**config.mk**
```make
export PLATFORM = sky130hd
export DESIGN_NAME = tdm_demux_flat
export DESIGN_NICKNAME = d
export VERILOG_FILES = /design/src/rtl/tdm_demux_if.sv /design/src/rtl/tdm_demux.sv /design/src/flat_wrapper.sv
export SDC_FILE = /design/constraint.sdc
export NUM_CORES = 1
export LEC_CHECK = 0
export CORE_MARGIN = 10
export CORE_UTILIZATION = 44
export DETAILED_ROUTE_END_ITERATION = 8
export MAX_ROUTING_LAYER = met4
export PLACE_DENSITY = 0.69
export SLEW_MARGIN = 20
export SYNTH_ARGS = -nofsm -noshare
export SYNTH_HDL_FRONTEND = slang
export SYNTH_SLANG_ARGS = --single-unit
```
**constraint.sdc**
```tcl
create_clock -name clk -period 4.6 [get_ports clk]
set_input_delay 1.38 -clock clk [delete_from_list [all_inputs] [get_ports clk]]
set_output_delay 1.38 -clock clk [all_outputs]
set_load 0.005 [all_outputs]
```
**src/rtl/tdm_demux_if.sv**
```systemverilog
// Stream and frame bundle for tdm_demux: slot-sequenced beats in, published frame and status out.
// TDM_DEMUX_ERRCNT_EN adds clr_err / err_cnt to the bundle.
interface tdm_demux_if #(
    parameter int unsigned W = 4,
    parameter int unsigned N = 4
);
    localparam int unsigned SW = $clog2(N);

    logic [W-1:0]   d;
    logic           d_valid;
    logic           sync;
    logic [N*W-1:0] q;
    logic           frame_valid;
    logic [SW-1:0]  slot;
    logic           locked;
    logic           sync_err;
`ifdef TDM_DEMUX_ERRCNT_EN
    logic           clr_err;
    logic [7:0]     err_cnt;

    modport master (
        output d, d_valid, sync, clr_err,
        input  q, frame_valid, slot, locked, sync_err, err_cnt
    );
    modport slave (
        input  d, d_valid, sync, clr_err,
        output q, frame_valid, slot, locked, sync_err, err_cnt
    );
`else
    modport master (
        output d, d_valid, sync,
        input  q, frame_valid, slot, locked, sync_err
    );
    modport slave (
        input  d, d_valid, sync,
        output q, frame_valid, slot, locked, sync_err
    );
`endif
endinterface

```
**src/rtl/tdm_demux.sv**
```systemverilog
// TDM demultiplexer: sorts slot-sequenced beats into shadow registers and publishes whole frames.
// Optional sync-error counter enabled by defining TDM_DEMUX_ERRCNT_EN.
module tdm_demux #(
    parameter int unsigned W = 4,
    parameter int unsigned N = 4
) (
    input logic        clk,
    input logic        rst,
    tdm_demux_if.slave bus
);
    localparam int unsigned SW = $clog2(N);
    localparam logic [SW-1:0] LAST_SLOT = SW'(N - 1);

    typedef enum logic {
        HUNT,
        RUN
    } state_t;

    state_t         state;
    state_t         state_next;
    logic [SW-1:0]  slot_r;
    logic [SW-1:0]  slot_next;
    logic [W-1:0]   shadow [N];
    logic [W-1:0]   shadow_next [N];
    logic [N*W-1:0] q_r;
    logic [N*W-1:0] q_next;
    logic           fv_r;
    logic           fv_next;
    logic           serr_r;
    logic           serr_next;

    always_ff @(posedge clk) begin
        if (rst) begin
            state  <= HUNT;
            slot_r <= '0;
            q_r    <= '0;
            fv_r   <= 1'b0;
            serr_r <= 1'b0;
            for (int unsigned k = 0; k < N; k++) begin
                shadow[k] <= '0;
            end
        end else begin
            state  <= state_next;
            slot_r <= slot_next;
            q_r    <= q_next;
            fv_r   <= fv_next;
            serr_r <= serr_next;
            for (int unsigned k = 0; k < N; k++) begin
                shadow[k] <= shadow_next[k];
            end
        end
    end

    always_comb begin
        state_next  = state;
        slot_next   = slot_r;
        shadow_next = shadow;
        q_next      = q_r;
        fv_next     = 1'b0;
        serr_next   = 1'b0;
        if (bus.d_valid) begin
            unique case (state)
                HUNT: begin
                    if (bus.sync) begin
                        shadow_next[0] = bus.d;
                        slot_next      = SW'(1);
                        state_next     = RUN;
                    end
                end
                RUN: begin
                    // A sync landing mid-frame restarts the frame; the partial one is never published.
                    if (bus.sync && (slot_r != '0)) begin
                        serr_next      = 1'b1;
                        shadow_next[0] = bus.d;
                        slot_next      = SW'(1);
                    end else begin
                        shadow_next[slot_r] = bus.d;
                        if (slot_r == LAST_SLOT) begin
                            slot_next = '0;
                            fv_next   = 1'b1;
                            for (int unsigned k = 0; k < N; k++) begin
                                q_next[k*W +: W] = shadow_next[k];
                            end
                        end else begin
                            slot_next = slot_r + SW'(1);
                        end
                    end
                end
                default: state_next = HUNT;
            endcase
        end
    end

`ifdef TDM_DEMUX_ERRCNT_EN
    logic [7:0] err_cnt_r;

    always_ff @(posedge clk) begin
        if (rst) begin
            err_cnt_r <= '0;
        end else if (bus.clr_err) begin
            err_cnt_r <= '0;
        end else if (serr_next && (err_cnt_r != '1)) begin
            err_cnt_r <= err_cnt_r + 8'd1;
        end
    end

    assign bus.err_cnt = err_cnt_r;
`endif

    assign bus.q           = q_r;
    assign bus.frame_valid = fv_r;
    assign bus.slot        = slot_r;
    assign bus.locked      = (state == RUN);
    assign bus.sync_err    = serr_r;
endmodule

```
**src/flat_wrapper.sv**
```systemverilog
// flat-port wrapper written by rule: the top's interface ports become plain ports
module tdm_demux_flat 
#(
    parameter int unsigned W = 4,
    parameter int unsigned N = 4
)
  (clk, rst, bus_d, bus_d_valid, bus_sync, bus_q, bus_frame_valid, bus_slot, bus_locked, bus_sync_err);
  tdm_demux_if #(.W(W), .N(N)) bus_i ();
  input logic clk;
  input logic rst;
  input wire logic [$bits(bus_i.d)-1:0] bus_d;
  input wire logic [$bits(bus_i.d_valid)-1:0] bus_d_valid;
  input wire logic [$bits(bus_i.sync)-1:0] bus_sync;
  output wire logic [$bits(bus_i.q)-1:0] bus_q;
  output wire logic [$bits(bus_i.frame_valid)-1:0] bus_frame_valid;
  output wire logic [$bits(bus_i.slot)-1:0] bus_slot;
  output wire logic [$bits(bus_i.locked)-1:0] bus_locked;
  output wire logic [$bits(bus_i.sync_err)-1:0] bus_sync_err;
  assign bus_i.d = bus_d;
  assign bus_i.d_valid = bus_d_valid;
  assign bus_i.sync = bus_sync;
  assign bus_q = bus_i.q;
  assign bus_frame_valid = bus_i.frame_valid;
  assign bus_slot = bus_i.slot;
  assign bus_locked = bus_i.locked;
  assign bus_sync_err = bus_i.sync_err;
  tdm_demux #(.W(W), .N(N)) u_core (.clk(clk), .rst(rst), .bus(bus_i));
endmodule
```
==> flow_metrics.tcl <==
set metrics [dict create \
    run_status "finished clean" \
    min_path_type "flip-flop to flip-flop" \
    syn_inst 143 \
    seq_area_frac_synth_pct 42.9 \
    drtPass1Iterations 4 \
    viasPerCell 5.43 \
    netlist.top_cell.by_area "dfxtp_1" \
    synthTopCellsByArea "dfxtp_1 43%, mux2i_1 18%, a211oi_2 8.1%" \
    die-area_mm2 0.00627 \
    synth.cells.most_frequent "33 x dfxtp_1, 28 x mux2i_1, 20 x nand2b_1" \
    clk_latency_ns 0.34 \
    grt_pass1_wl_um 5820 \
    place_inst 204 \
    drc 0 \
    powerDensity_mw_per_mm2 285 \
    cts_root_buf "clkbuf_4" \
    antenna_found_initial 0 \
    rsz0062_at_grt "no" \
    synth_seq_cells 33 \
    synthArstFlopShare_pct 0 \
    finalHoldViolCount 0 \
    grt_pass1_vias 1185 \
    synth_top_flop_cell "dfxtp_1" \
    max_stage_delay_ns 0.59 \
    cp_cell_sequence "clkdlybuf4s50_1 > and2_1 > and3_4 > mux2i_1" \
    clockBufferDepth 2 \
    period_minus_slack_ns 2.89 \
    synth_top_area_share_pct 42.9 \
    start_util_pct 45.8 \
    post_cts_resize_count 0 \
    synth_warnings 0 \
    tns_ns 0 \
    worstPathArrival_ns 3.16 \
    core.rowCount 21 \
    ant_nets 0 \
    instances_no_fill 212 \
    worstPathRequired_ns 4.87 \
    die_w_um 79.2 \
    postLayoutCellArea_mm2 0.00187 \
    num_vias 1151 \
    n_antenna_cell 0 \
    synth_edf_count 0 \
    grt-ovfl-total 0 \
    fin_skew_ns 0.00836 \
    max_freq_ghz 0.346 \
    finalCritPeriodShare_pct 62.8 \
    tightest_slew_ns 0.958 \
    first_iter_violations 70 \
    path_class "input port to flip-flop" \
    slew_headroom_pct 35.9 \
    wl_per_cell_um 16.3 \
    syn_avg_cell_area_um2 10.8 \
    gp_congestion 0.729 \
    cp-end-kind "flip-flop" \
    cp_top_family "simple AND/OR/NAND/NOR gates" \
    cp_max_fo 19 \
    synth_nets 155 \
    final-setup-viol-count 0 \
    cp_slowest_cell "and2_1" \
    worst-path-buf-inv 1 \
    areaGrowthSynthToFinish_pct 21.3 \
    ys_types 24 \
    h-tree-depth 2 \
    final_nets 177 \
    synth.most_common_cell "dfxtp_1" \
    crit_path_start_kind "input port" \
    drive_above_1_share_pct 12.7 \
    ir_worst_vdd_v 0.000207 \
    grt_usage_pct 11.9 \
    placedInstanceArea_mm2 0.00180 \
    grt_max_degree 32 \
    ctsHoldBuffers 0 \
    port_buffers 28 \
    cts_setup_buffers 0 \
    leakage_nw 0.716 \
    syn_area_mm2 0.00154 \
    numCtsBuffers 5 \
    slew_violations 0 \
    cts_sinks 33 \
    dp_hpwl_um 2440 \
    cap_violations 0 \
    cts_tree "yes" \
    ios 29 \
    die_h_um 79.2 \
    hold_ws_ns 0.481 \
    wirelength_um 3450 \
    clk_pin_slew_ns 0.10 \
    coreArea_mm2 0.00336 \
]
## state kept, by name (all words and copies together), names as in the netlist
name	count
u_core.bus.q	16
u_core.bus.slot	2
u_core.bus.locked	1
u_core.bus.frame_valid	1
u_core.shadow	12
u_core.bus.sync_err	1
## layout by cell type (no fill, tap or decap)
master           netlist  final
nand3_1                3      3
mux2i_1               28     28
o21ai_0                1      1
ha_1                   4      4
a31oi_1               12     12
nor3b_1                1      1
and2_1                 2      2
clkdlybuf4s50_1        0     28
buf_4                  0      1
a211oi_2              10     10
inv_1                  2      2
clkbuf_4               0      5
nor2_1                 3      3
a21oi_1                2      2
dfxtp_1               33     33
nand2_1                1      1
o211ai_1               1      1
clkinv_2               0      1
a32oi_1                1      1
nand2b_4               1      1
nand2b_1              20     20
a21o_1                 1      1
clkbuf_8               0      2
and3_4                 1      1
a211oi_1               2      2
## final timing paths
path                      startpoint                to  slack (ns)  cells after the start
setup reg to reg  u_core.bus.slot[0]  u_core.bus.q[14]        2.72                      5
hold reg to reg     u_core.bus.q[14]  u_core.bus.q[14]        0.48                      2
setup / recovery         bus_d_valid  u_core.bus.q[14]        1.71                      4
hold / removal      u_core.bus.q[14]  u_core.bus.q[14]        0.48                      2
## logic make-up after synthesis
group / share of synthesized area, %
AO/OA/AOI/OAI: 16.5
adder cells (fa/ha/maj): 3.25
buffers and inverters: 6.17
flip-flops: 42.9
multiplexers: 18.2
AND/OR/NAND/NOR: 13.0
## routing by layer
layer / global-route usage [%] / up-vias / wire [um]
met5: - / - / 0
met4: 5.91 / 0 / 111
met3: 4.84 / 11 / 146
met2: 17.8 / 27 / 1590
met1: 13.6 / 557 / 1610
li1: - / 556 / -
## where the power goes
part | leakage, nW | switching (mW) | internal [mW]
combinational | 0.407 | 0.0291 | 0.0235
clock | 0.0413 | 0.0985 | 0.0885
sequential | 0.267 | 0.00332 | 0.290
total | 0.716 | 0.131 | 0.402
## worst min-delay path, delay by kind of cell (launching register included)
kind / cells / cell delay [ns]
mux: 1 / 0.06
flops: 1 / 0.32
simple gates: 1 / 0.06
## per-stage QoR
stage,utilization [%],setup WS [ns],power [mW]
2_1_floorplan,-,2.27,0.335
3_3_place_gp,53.5,1.43,0.351
3_5_place_dp,53.5,1.37,0.352
4_1_cts,55.5,1.73,0.538
5_1_grt,55.5,1.65,0.556
6_report,55.5,1.71,0.533
## layout make-up
type | instances | area, um^2
clock buffer | 7 | 65.1
clock inverter | 1 | 5.00
fill | 312 | 1500
inverter | 2 | 7.51
multi-input combinational | 94 | 785
sequential | 33 | 661
tap | 46 | 57.6
timing repair buffer | 29 | 288
(Power assumes the default switching activity.)
==> RTL edit 1: new RTL, same flow settings <==
`W` is set to 4 in 3 places; all go to 6.
--- a/src/rtl/tdm_demux_if.sv
+++ b/src/rtl/tdm_demux_if.sv
@@ -1,7 +1,7 @@
 // Stream and frame bundle for tdm_demux: slot-sequenced beats in, published frame and status out.
 // TDM_DEMUX_ERRCNT_EN adds clr_err / err_cnt to the bundle.
 interface tdm_demux_if #(
-    parameter int unsigned W = 4,
+    parameter int unsigned W = 6,
     parameter int unsigned N = 4
 );
     localparam int unsigned SW = $clog2(N);
--- a/src/rtl/tdm_demux.sv
+++ b/src/rtl/tdm_demux.sv
@@ -1,7 +1,7 @@
 // TDM demultiplexer: sorts slot-sequenced beats into shadow registers and publishes whole frames.
 // Optional sync-error counter enabled by defining TDM_DEMUX_ERRCNT_EN.
 module tdm_demux #(
-    parameter int unsigned W = 4,
+    parameter int unsigned W = 6,
     parameter int unsigned N = 4
 ) (
     input logic        clk,
--- a/src/flat_wrapper.sv
+++ b/src/flat_wrapper.sv
@@ -1,7 +1,7 @@
 // flat-port wrapper written by rule: the top's interface ports become plain ports
 module tdm_demux_flat 
 #(
-    parameter int unsigned W = 4,
+    parameter int unsigned W = 6,
     parameter int unsigned N = 4
 )
   (clk, rst, bus_d, bus_d_valid, bus_sync, bus_q, bus_frame_valid, bus_slot, bus_locked, bus_sync_err);
Ports: changed (resized bus_d and bus_q); port bits go from 29 to 39. The function was not compared with the original's and may differ.
==> RTL edit 1 against the unedited design <==
- worst hold slack got worse by 4.9 ps
- clock power rose by 33%
- largest cell class unchanged
- worst setup slack got worse by 190 ps
- cell area is 40% higher
- power up 38%
- area after synthesis grew 40%
- wire length up 45%
- core utilization down 0.15 points
- largest power group unchanged
- sequential cell count up 14
- die area is 29% higher
==> RTL edit 1: results (changes against the unedited design) <==
[placed_design] detailed placer's ending HPWL 3593 um [+47%]
[placed_design] Place WS 1223 ps [-145.6 ps]
[final_layout] share of post-route cells with drive strength above 1 0.1102 [-0.01634]
[synthesis] count of mapped cells out of synthesis 208 [+45%]
[critical_path] data arrival time of the critical path 3230 ps [+70 ps]
[cts] root buffer cell sky130_fd_sc_hd__clkbuf_8
[final_layout] Largest register FFs 24 [+8]
[cts] total of cells resized after clock tree synthesis 0 [unchanged]
[placed_design] routability-driven placement congestion ratio 0.7561 [+3.7%]
[global_routing] GR Util All Layers 0.1256 [+0.006219]
[power] Worst VDD drop 0.1367 mV [-34%]
[cts] maximum clock insertion buffer count 2 [unchanged]
[placed_design] Post-DP Area 2529 um^2 [+41%]
[timing] final worst clock skew 4.072 ps [-4.290 ps]
[synthesis] top cell types by occurrence after synthesis sky130_fd_sc_hd__dfxtp_1 (47), sky130_fd_sc_hd__mux2i_1 (36), sky130_fd_sc_hd__nand2b_1 (30)
[placed_design] port buffer count 38 [+36%]
[drt] Pre-antenna DRT Iters 4 [unchanged]
[final_layout] Final nets 250 [+41%]
[worst_hold_path] worst min-delay path category reg -> reg
[power] Static Leak 0.9346 nW [+31%]
[global_routing] pin count of the biggest net entering global routing 27 [-16%]
[critical_path] largest fanout on the critical path 18 [-1]
[cts] number of buffers inserted to repair setup after CTS 0 [unchanged]
[drt] aggregate routed wire length 5001 um [+45%]
[run_status] result of the run completed
[power] switching power as a share of total power 0.2381 [-0.007651]
[global_routing] global-route wire length before repair 8259 um [+42%]
[final_layout] filler-free cell count of the finished design 303 [+43%]
[timing] slew of the pin with the lowest slew margin 786.7 ps [-171.5 ps]
[drt] Starting DRT DRC Count 136 [+94%]
[synthesis] portion of the post-synthesis area used by sequential elements 0.4377 [+0.008799]
[drt] Via Count 1,614 [+40%]
[cts] clock-pin slew of the registers on the worst-case setup and hold paths 80 ps [-20 ps]
[global_routing] Congestion Overflow GR 0 [unchanged]
[synthesis] synth top area cells sky130_fd_sc_hd__dfxtp_1 (44%), sky130_fd_sc_hd__mux2i_1 (17%), sky130_fd_sc_hd__nand2b_1 (8.7%)
[synthesis] net count after synthesis 222 [+43%]
[final_layout] total of fill cells in the finished design 436 [+40%]
[global_routing] vias in the first global route 1,489 [+26%]
[cts] clock latency on the worst-skew pair 290 ps [-50 ps]
[synthesis] Yosys cell types 28 [+17%]
[RTL edit 1: through the flow]
step | power, mW | hold slack (ps)
finish | 0.7358 | 476.0
floorplan | 0.4723 | 447.6
global placement | 0.4967 | 458.1
detailed placement | 0.4970 | 463.2
global route | 0.7677 | 496.8
CTS | 0.7423 | 477.1
[RTL edit 1: worst max-delay path, cell delays in order]
cell and delay, ps:
sky130_fd_sc_hd__clkdlybuf4s50_1 550, sky130_fd_sc_hd__nand2_1 250, sky130_fd_sc_hd__nor3_2 590, sky130_fd_sc_hd__buf_4 350
sky130_fd_sc_hd__a211oi_1 100
[RTL edit 1: path summary, 6_finish.rpt]
kind                            from                to  slack (ps)  depth (start not counted)
setup / recovery         bus_d_valid   u_core.bus.q[7]        1520                          5
hold / removal      u_core.bus.q[20]  u_core.bus.q[20]         480                          2
setup reg to reg  u_core.bus.slot[1]   u_core.bus.q[7]        2110                          5
hold reg to reg     u_core.bus.q[20]  u_core.bus.q[20]         480                          2
[RTL edit 1: per-layer routing]
| metal | global-route usage | part of all wire | vias up |
|---|---|---|---|
| met2 | 0.1719 | 0.45 | 34 |
| met3 | 0.02909 | 0.031 | 6 |
| met5 | - | 0 | - |
| li1 | - | - | 817 |
| met1 | 0.1730 | 0.51 | 757 |
| met4 | 0.04907 | 0.013 | 0 |
[RTL edit 1: logic make-up (layout without fill, tap and decap cells)]
family,count (synthesis),count (layout),share of synthesized area
flip-flops,47,47,0.4377
buffers and inverters,23,51,0.05529
adder cells (fa/ha/maj),4,4,0.02328
AO/OA/AOI/OAI,48,48,0.1589
multiplexers,36,36,0.1676
AND/OR/NAND/NOR,50,50,0.1572
[RTL edit 1: area by class of cell]
type                    instances  area (um^2)  share of cell area
clock inverters                 1        5.005            0.001913
clock buffers                   6        82.58             0.03156
flip-flops and latches         47        940.9              0.3596
well taps                      67        83.83             0.03204
multi-input cells             138         1090              0.4165
inverters                       3        11.26            0.004304
repair buffers                 41        402.9              0.1540
[RTL edit 1: power by group through the flow]
| stage | Combinational (mW) | Clock [mW] | Sequential (mW) |
|---|---|---|---|
| 6_report | 0.0720 | 0.248 | 0.416 |
| 3_3_place_gp | 0.0714 | 0 | 0.425 |
| 4_1_cts | 0.0717 | 0.255 | 0.416 |
| 2_1_floorplan | 0.0476 | 0 | 0.425 |
| 3_5_place_dp | 0.0714 | 0 | 0.426 |
| 5_1_grt | 0.0777 | 0.273 | 0.417 |
==> RTL edit 2: new RTL, same flow settings <==
Without the edit above. `q_r` no longer has a reset.
--- a/src/rtl/tdm_demux.sv
+++ b/src/rtl/tdm_demux.sv
@@ -33,7 +33,6 @@
         if (rst) begin
             state  <= HUNT;
             slot_r <= '0;
-            q_r    <= '0;
             fv_r   <= 1'b0;
             serr_r <= 1'b0;
             for (int unsigned k = 0; k < N; k++) begin
@@ -42,13 +41,16 @@
         end else begin
             state  <= state_next;
             slot_r <= slot_next;
-            q_r    <= q_next;
             fv_r   <= fv_next;
             serr_r <= serr_next;
             for (int unsigned k = 0; k < N; k++) begin
                 shadow[k] <= shadow_next[k];
             end
         end
+    end
+
+    always_ff @(posedge clk) begin
+        q_r <= q_next;
     end
 
     always_comb begin
Behaviour: differs if rst is asserted again (counterexample within 10 cycles, from zero or initial values and one cycle with rst high); with rst held inactive, the same outputs for 10 cycles.
==> RTL edit 2 against the unedited design <==
- critical endpoint is now u_core.bus.q[2]
- worst setup slack worse by 98 ps
- cell area rose by 9.9%
- clock power rose by 13%
- wire length rose by 3.0%
- largest power group unchanged
- synthesized cell count fell by 7.0%
- area after synthesis grew 11%
- final cell count decreased by 1.4%
- register-to-register slack lost 320 ps
- sequential power up 22%
- highest routed layer unchanged
- maximum frequency decreased by 3.3%
- power up 21%
- critical path depth decreased by 1
- sequential cell count is 4 higher
==> RTL edit 2: results (changes against the unedited design) <==
[synthesis] portion of the post-synthesis area used by sequential elements 0.5255 [+0.09663]
[critical_path] data arrival time of the critical path 2900 ps [-260 ps]
[power] Static Leak 0.7111 nW [-0.63%]
[drt] aggregate routed wire length 3555 um [+3.0%]
[run_status] result of the run completed
[worst_hold_path] hold wc startpoint u_core.shadow[15]
[global_routing] met2 track demand over resource 0.1843 [+0.006478]
[critical_path] Critical-path top delay cell sky130_fd_sc_hd__and3_1
[timing] Tcrit/Tclk final 0.6493 [+0.02129]
[critical_path] Worst path max stage delay 690 ps [+100 ps]
[synthesis] Post-synth EDFFs 16 [+16]
[final_layout] filler-free cell count of the finished design 209 [-1.4%]
[critical_path] flop2flop setup slack 2400 ps [-320 ps]
[synthesis] synthesized-area fraction occupied by ao, oa, aoi and oai cells 0.05620 [-0.1087]
[timing] headroom to the max-slew limit 0.2840 [-0.07525]
[final_layout] total of fill cells in the finished design 327 [+4.8%]
[synthesis] adder and majority gate portion of the synthesized area 0.02920 [-0.003297]
[placed_design] detailed placer's ending HPWL 2430 um [-0.27%]
[power] Worst VDD drop 0.1456 mV [-30%]
[placed_design] routability-driven placement congestion ratio 0.7373 [+1.2%]
[cts] root buffer cell sky130_fd_sc_hd__clkbuf_8
[drt] Starting DRT DRC Count 78 [+11%]
[cts] clock-pin slew of the registers on the worst-case setup and hold paths 70 ps [-30 ps]
[global_routing] pin count of the biggest net entering global routing 26 [-19%]
[synthesis] top cell types by occurrence after synthesis sky130_fd_sc_hd__dfxtp_1 (21), sky130_fd_sc_hd__nor3_2 (20), sky130_fd_sc_hd__edfxtp_1 (16)
[critical_path] largest fanout on the critical path 17 [-2]
[placed_design] placed cell count 201 [-1.5%]
[timing] final worst clock skew 5.143 ps [-3.219 ps]
-- RTL edit 2: worst paths after layout --
| check | to | cells after the start |
|---|---|---|
| max | u_core.bus.q[2] | 3 |
| min | u_core.shadow[15] | 2 |
| min reg2reg | u_core.shadow[15] | 2 |
| max reg2reg | u_core.bus.q[2] | 4 |
-- RTL edit 2: cell type report --
type / instances / area, um^2 / share of cell area
Sequential cell: 37 / 900.9 / 0.4388
Multi-Input combinational cell: 86 / 724.4 / 0.3528
Timing Repair Buffer: 28 / 280.3 / 0.1365
Clock buffer: 8 / 80.08 / 0.03900
Tap cell: 48 / 60.06 / 0.02925
Inverter: 2 / 7.507 / 0.003656
-- RTL edit 2: power groups by stage --
stage / clock network (mW) / registers, mW / logic [mW]
after floorplan: 0 / 0.364 / 0.0587
after global placement: 0 / 0.365 / 0.0727
after detailed placement: 0 / 0.365 / 0.0746
after CTS: 0.216 / 0.358 / 0.0754
after global routing: 0.230 / 0.359 / 0.0825
final: 0.211 / 0.358 / 0.0751
